--- config.mk ---
export PLATFORM = sky130hd
export DESIGN_NAME = interconn_recv_port
export DESIGN_NICKNAME = d
export VERILOG_FILES = /design/src/rtl/interconn_recv_port.sv
export SDC_FILE = /design/constraint.sdc
export NUM_CORES = 1
export LEC_CHECK = 0
export BUFFER_PORTS_ARGS = -buffer_cell sky130_fd_sc_hd__buf_2
export CAP_MARGIN = 20
export CELL_PAD_IN_SITES_DETAIL_PLACEMENT = 0
export CELL_PAD_IN_SITES_GLOBAL_PLACEMENT = 1
export CORE_UTILIZATION = 28
export DETAILED_ROUTE_END_ITERATION = 8
export PLACE_DENSITY_LB_ADDON = 0.1
export SKIP_CTS_REPAIR_TIMING = 1
export SLEW_MARGIN = 20
export SYNTH_ARGS = -nofsm -noshare
export SYNTH_HDL_FRONTEND = slang
export SYNTH_SLANG_ARGS = --single-unit
export TNS_END_PERCENT = 5
--- constraint.sdc ---
create_clock -name clk -period 6.29 [get_ports clk]
set_clock_uncertainty 0.2 [all_clocks]
set_input_delay 0.3145 -clock clk [delete_from_list [all_inputs] [get_ports clk]]
set_output_delay 0.3145 -clock clk [all_outputs]
set_load 0.1 [all_outputs]
--- src/rtl/interconn_recv_port.sv ---
// Receive endpoint for one MVU: buffers interconnect beats in a small FIFO and drains
// them into the data-memory write port. Optional source check: INTERCONN_RECV_SRCCHK_EN.
module interconn_recv_port #(
   parameter int N     = 8,
   parameter int W     = 64,
   parameter int BADDR = 15,
   parameter int DEPTH = 4
) (
   input  logic                       clk,
   input  logic                       clr_n,
   input  logic [N-1:0]               recv_from,
   input  logic                       recv_en,
   input  logic [BADDR-1:0]           recv_addr,
   input  logic [W-1:0]               recv_word,
   input  logic                       mem_busy,
   input  logic                       ovf_clr,
   output logic                       mem_we,
   output logic [BADDR-1:0]           mem_addr,
   output logic [W-1:0]               mem_wdata,
   output logic [N-1:0]               mem_from,
   output logic [$clog2(DEPTH+1)-1:0] count,
   output logic                       ovf,
   output logic [7:0]                 drop_cnt,
   output logic                       err_src
);

   localparam int AW = $clog2(DEPTH);
   localparam int CW = $clog2(DEPTH+1);
   localparam int EW = N + BADDR + W;

   logic [EW-1:0] fifo [DEPTH];
   logic [AW-1:0] wr_ptr, rd_ptr;
   logic [EW-1:0] head;
   logic          src_ok, beat, full, push, pop, drop;

`ifdef INTERCONN_RECV_SRCCHK_EN
   assign src_ok = $onehot(recv_from);
`else
   assign src_ok = 1'b1;
`endif

   assign beat = recv_en && src_ok;
   assign full = (count == CW'(DEPTH));
   assign pop  = (count != '0) && !mem_busy;
   // A full FIFO still accepts a beat when the head leaves on the same edge.
   assign push = beat && (!full || pop);
   assign drop = beat && full && !pop;
   assign head = fifo[rd_ptr];

   always_ff @(posedge clk) begin
      if (push)
         fifo[wr_ptr] <= {recv_from, recv_addr, recv_word};
   end

   always_ff @(posedge clk or negedge clr_n) begin
      if (!clr_n) begin
         wr_ptr    <= '0;
         rd_ptr    <= '0;
         count     <= '0;
         mem_we    <= 1'b0;
         mem_addr  <= '0;
         mem_wdata <= '0;
         mem_from  <= '0;
         ovf       <= 1'b0;
         drop_cnt  <= '0;
      end else begin
         mem_we <= pop;
         if (pop) begin
            {mem_from, mem_addr, mem_wdata} <= head;
            rd_ptr <= rd_ptr + 1'b1;
         end
         if (push)
            wr_ptr <= wr_ptr + 1'b1;
         case ({push, pop})
            2'b10:   count <= count + 1'b1;
            2'b01:   count <= count - 1'b1;
            default: count <= count;
         endcase
         // A drop on the same edge as a clear restarts the count at one.
         if (drop) begin
            ovf <= 1'b1;
            if (ovf_clr)
               drop_cnt <= 8'd1;
            else if (drop_cnt != 8'hFF)
               drop_cnt <= drop_cnt + 1'b1;
         end else if (ovf_clr) begin
            ovf      <= 1'b0;
            drop_cnt <= '0;
         end
      end
   end

`ifdef INTERCONN_RECV_SRCCHK_EN
   always_ff @(posedge clk or negedge clr_n) begin
      if (!clr_n)
         err_src <= 1'b0;
      else if (recv_en && !src_ok)
         err_src <= 1'b1;
      else if (ovf_clr)
         err_src <= 1'b0;
   end
`else
   assign err_src = 1'b0;
`endif

endmodule

### Word-level counts from Yosys, hierarchy flattened

Memories as Yosys holds them, arrays and structs flattened. A register that Yosys moved wholly into a read port is not among the register bits.
Index checks and enable logic that the tools add are counted.

| operators by class | value |
|---|---|
| add/subtract/negate cells | 5 |
| equality and inequality tests | 4 |
| multiplexer cells | 9 |
| reductions and logical operators | 14 |

Operators by type and width:

| cell | number |
|---|---|
| $mux 8 | 4 |
| $add 8x1->8 const B | 1 |
| $ne 8x8->1 const B | 1 |
| $pmux 3 s2 | 1 |
| $reduce_bool 2->1 | 3 |
| $add 2x1->2 const B | 2 |
| $logic_and 1x1->1 | 4 |
| $logic_not 1->1 | 4 |
| $mux 1 | 4 |
| $add 3x1->3 const B | 1 |
| $eq 3x3->1 const B | 1 |
| $reduce_bool 3->1 | 1 |
| $sub 3x1->3 const B | 1 |
| $eq 2x1->1 const B | 1 |
| $eq 2x2->1 const B | 1 |
| $reduce_and 2->1 | 1 |
| $logic_or 1x1->1 | 1 |

| word-level totals | value |
|---|---|
| register bits after elaboration | 17 |
| bits in writable memories | 348 |
| bits of input ports | 92 |
| output and inout port bits | 101 |
| logic and storage cells | 39 |
| memories kept | 1 |

Memories:

| name | words | width | rd ports | clocked after memory_dff | wr ports | line | text |
|---|---|---|---|---|---|---|---|
| fifo | 4 | 87 | 1 | 1 | 1 | 31 | `logic [EW-1:0] fifo [DEPTH];` |

### Logic depth before layout (Yosys ltp)

| logic depth | value |
|---|---|
| word-level depth | 6 |
| gate-level depth with buffers | 8 |
| mapped depth without buffers | 7 |

### Least setup slack after synthesis

No wires, ideal clock.

| timing | value |
|---|---|
| path kind | reg2reg |
| start | register count[0] |
| end | memory fifo[0][0] in the netlist's numbering, enable pin |
| arrival time | 3.637 ns |
| path slack | 1.998 ns |
| cell stages (with the launch flop) | 4 |
| path buffers | 0 |
| cell sequence | dfrtp_1 -> and4bb_2 -> nor2_1 -> and2_1 |

| between the ends | value |
|---|---|
| cells in the longest elaborated chain, start to end | 6 |

RTL lines:

| what | line | text |
|---|---|---|
| start, declared | 21 | `output logic [$clog2(DEPTH+1)-1:0] count,` |
| start signal, assigned | 75 | `2'b10: count <= count + 1'b1;` |
| start signal, assigned | 76 | `2'b01: count <= count - 1'b1;` |
| start signal, assigned | 77 | `default: count <= count;` |
| $eq 3x3->1 / $reduce_bool 3->1 (equally long branches) | 43, 44 |  |
| $logic_not 1->1 / $logic_and 1x1->1 (equally long branches) | 46, 44 |  |
| $logic_or 1x1->1 * | 46 | `assign push = beat && (!full \|\| pop);` |
| $logic_and 1x1->1 * | 46 |  |
| $mux 1 * | 51 | `if (push)` |
| $mux 1 (not written as such) * | 52 | `fifo[wr_ptr] <= {recv_from, recv_addr, recv_word};` |
| end, declared | 31 |  |

Every way passes the cells marked *; elsewhere a longest branch is shown, timed or not.

### Final worst setup path

| timing | value |
|---|---|
| start | register count[2] |
| end | register mem_wdata[56], read port of fifo |

| between the ends | value |
|---|---|
| cells in the longest elaborated chain, start to end | 2 |

RTL lines:

| what | line | text |
|---|---|---|
| $reduce_bool 3->1 | 44 | `assign pop = (count != '0) && !mem_busy;` |
| $logic_and 1x1->1 | 44 |  |
| end, declared | 19 | `output logic [W-1:0] mem_wdata,` |

No other way between the ends.
A chain may end at the register's enable or synchronous reset.

==> results.md <==
- Outcome: completed
- Synth Area in Compound Gates: less than 1%
- Input/output buffers: between 150 and 200
- Fraction of the mapped netlist area in simple logic gates: less than 1%
- Top-Level Pins: between 150 and 200
- Inserted Clock Buffers: between 50 and 60
- CTS max path bufs: 3
- Overflow after GRT: 0
- Final #Nets: 1138
- Mean Syn Cell Area: roughly 23 µm²
- Fmax: 0.309 GHz
- Crit path cell chain: or3_1 > and2_4 > buf_4 > buf_4 > mux2_2
- Flop and latch count out of synthesis: 452
- Area of the multi-input gates: between 0.003 and 0.004 mm²
- HPWL after DPL: 22800 µm
- H-tree Lvls: 2
- CP most frequent cell: buf_4
- CTS tree: done
- Initial Util: 28.3%
- Die Area: around 0.062 mm²
- Worst-Skew Late Latency: around 0.58 ns
- Slowest CP cell: buf_4
- Largest net degree at the start of global routing: 55
- CP max FO: 34
- DRC: 0
- Sequential Area: 0.0131 mm²
- RSZ-0062 raised after global routing: no
- Mapped Area: 0.0171 mm²
- Post-synth EDFFs: 348
- Std-Cell Rows: 90
- Critical Path Max Stage Delay: 0.70 ns
- Global Route Usage Sum: between 10 and 15%
- Via-per-instance ratio: around 4.3
- Primary FF master, synth: edfxtp_1
- Yosys warns: 0
- Clock transition at the registers of the reported paths: ~0.060 ns
- Max-slew violations: 0
- GP Congestion: 0.696
- Final period util: 51.4%
- Total vias in the final route: approximately 8000
- Hold crit path type: in -> reg
- Fillers: 5708
- Cells after Synth: 728
- Chip Width: between 200 and 250 µm
- Core area: 0.0604 mm²
- Endpoints failing hold: 0
- Clk sinks: roughly 450
- DIE HEIGHT: approximately 250 µm
- CP Class: reg -> reg
- Synth Net Count: ~830
- Final Setup Violations: 0
- First-pass GRT wire length: 58300 µm
- Post-route setup TNS: 0 ns
- Layout Area Growth over Synthesis: 25.0%
- Total length of routed wires: 39300 µm
- Vias in the first global route: ~8400
- Max_cap viols: 0
- Critical path launch point type: register
- Avg WL per Cell: 21.1 µm
- Mux contribution to synthesized area: roughly a fifth
- Synth Area in XOR/XNOR: 0.256%
- Initial DRT Pass Iterations: 4
- Worst Max-Slew Pin Slew: between 0.9 and 1 ns
- Number of antenna violations at the first check in global routing: 3
- Drt first-iter violations: 353
- Normalized max-slew margin: about two fifths
- Largest family of logic cells by synthesized area: multiplexers
- Sequential area share after synthesis: 76.4%
- CP required: 6.55 ns
- Root Buffer: clkbuf_16
- Critical Path Sink Type: register
- Crit path DAT: roughly 3.5 ns
- Final ANT Viol Nets: 0
- Share of cells above drive strength 1: between 40% and 50%
- Adder-Cell Fraction of Synth Area: less than 1%
- Min Tclk post-route: 3.23 ns
- Fraction of registers with async set/reset: 23.0%
- Distinct cells, synth: 36
[layout by cell type, fill, tap and decap left out, types with 2 or more instances in the layout]
master         Yosys  final
clkbuf_8           0     10
clkinvlp_4         0      3
or3_1              3      3
mux2i_1            2      2
mux2_4            80     80
o21ai_0            4      4
a21oi_1            6      6
inv_6              0      2
dfrtp_4            0      2
inv_1              8      8
buf_2             12    190
nand2_1            6      6
and2_4             1      5
o31ai_1            3      3
nand3_1            4      4
clkbuf_1           7     20
dlygate4sd3_1      0     90
dfrtp_1          104    102
mux4_2            87     87
or4_1              3      3
bufinv_16          0      2
a31oi_1            2      2
clkinv_2           0      2
ha_1               5      5
xnor2_1            4      4
nor2_1             3      3
clkbuf_16          0     53
mux2_2             8      8
clkinv_1           0      5
buf_4              1     11
edfxtp_1         348    348
[state kept, by name, summed over array words and instances, names as in the netlist]
| name | cells |
|---|---|
| mem_wdata | 64 |
| rd_ptr | 2 |
| drop_cnt | 8 |
| fifo | 348 |
| mem_addr | 15 |
| wr_ptr | 2 |
| ovf | 1 |
| mem_from | 8 |
| count | 3 |
| mem_we | 1 |
[metrics by stage]
| stage | instance area [µm²] | hold WS [ns] | instances | util [%] | worst slack, ns |
|---|---|---|---|---|---|
| CTS | 20500 | -0.335 | 1775 | 33.9 | 2.94 |
| global route | 21400 | 0.113 | 1866 | 35.4 | 2.80 |
| global placement | 18800 | 0.294 | 1678 | 31.1 | 2.95 |
| floorplan | 17100 | -0.181 | 728 | - | 2.00 |
| finish | 21400 | 0.0913 | 1866 | 35.4 | 3.06 |
| detailed placement | 18800 | 0.288 | 1678 | 31.1 | 2.93 |
[layer usage]
layer	part of all wire (%)	routed length, µm	up-vias	global-route usage (%)
met5	0.056	22	-	0
met4	2.0	778	4	3.53
met3	4.5	1790	63	3.68
met2	49	19400	143	21.2
met1	44	17300	4154	16.3
li1	-	-	3592	-
[cell families (layout without fill, tap and decap cells)]
logic type                 Yosys count  count (layout)
adders and majority gates            6               6
and+or+nand+nor                     27              27
buffers and inverters               41             396
muxes                              177             177
DFF                                452             452
other                                1               2
AOI/OAI and AO/OA                   19              19
xor gates and xnor gates             5               5
[path summary, 6_finish.rpt]
check / startpoint / endpoint / slack (ns) / cells past startpoint
setup / recovery: count[2] / mem_wdata[56] / 3.06 / 5
min in group asynchronous: clr_n / mem_wdata[13] / 0.18 / 2
hold / removal: mem_busy / count[2] / 0.09 / 5
max in group asynchronous: clr_n / mem_from[6] / 4.33 / 3
setup reg to reg: count[2] / mem_wdata[56] / 3.06 / 5
hold reg to reg: mem_addr[5] / mem_addr[5] / 0.30 / 1
[cells in the mapped netlist (all sizes together) (4+ instances only)]
master | count | area [µm²]
nand2 | 6 | 22.5
mux2 | 88 | 1290
nand3 | 4 | 20.0
and2 | 5 | 33.8
clkbuf | 7 | 26.3
xnor2 | 4 | 35.0
buf | 26 | 303
inv | 8 | 30.0
dfrtp | 104 | 2600
edfxtp | 348 | 10500
o21ai | 4 | 20.0
mux4 | 87 | 1960
ha | 5 | 62.6
a21oi | 6 | 30.0
[area by class of cell]
| cell class | count | area share, % |
|---|---|---|
| tap | 782 | 4.58 |
| sequential | 452 | 61.1 |
| timing repair buffer | 291 | 9.06 |
| antenna | 1 | 0.0117 |
| inverter | 8 | 0.141 |
| clock buffer | 83 | 7.21 |
| clock inverter | 14 | 0.603 |
| multi-input combinational | 235 | 17.3 |
[worst max-delay path, delay by kind of cell, from the launching register on]
family        cells  cell delay, ns
simple gates      2            0.67
buf+inv           2            1.33
mux               1            0.41
flops             1            0.39
Power is left out: the tool's default activity adds up to more than one toggle a clock period on the data nets, which glitch-free logic cannot reach.
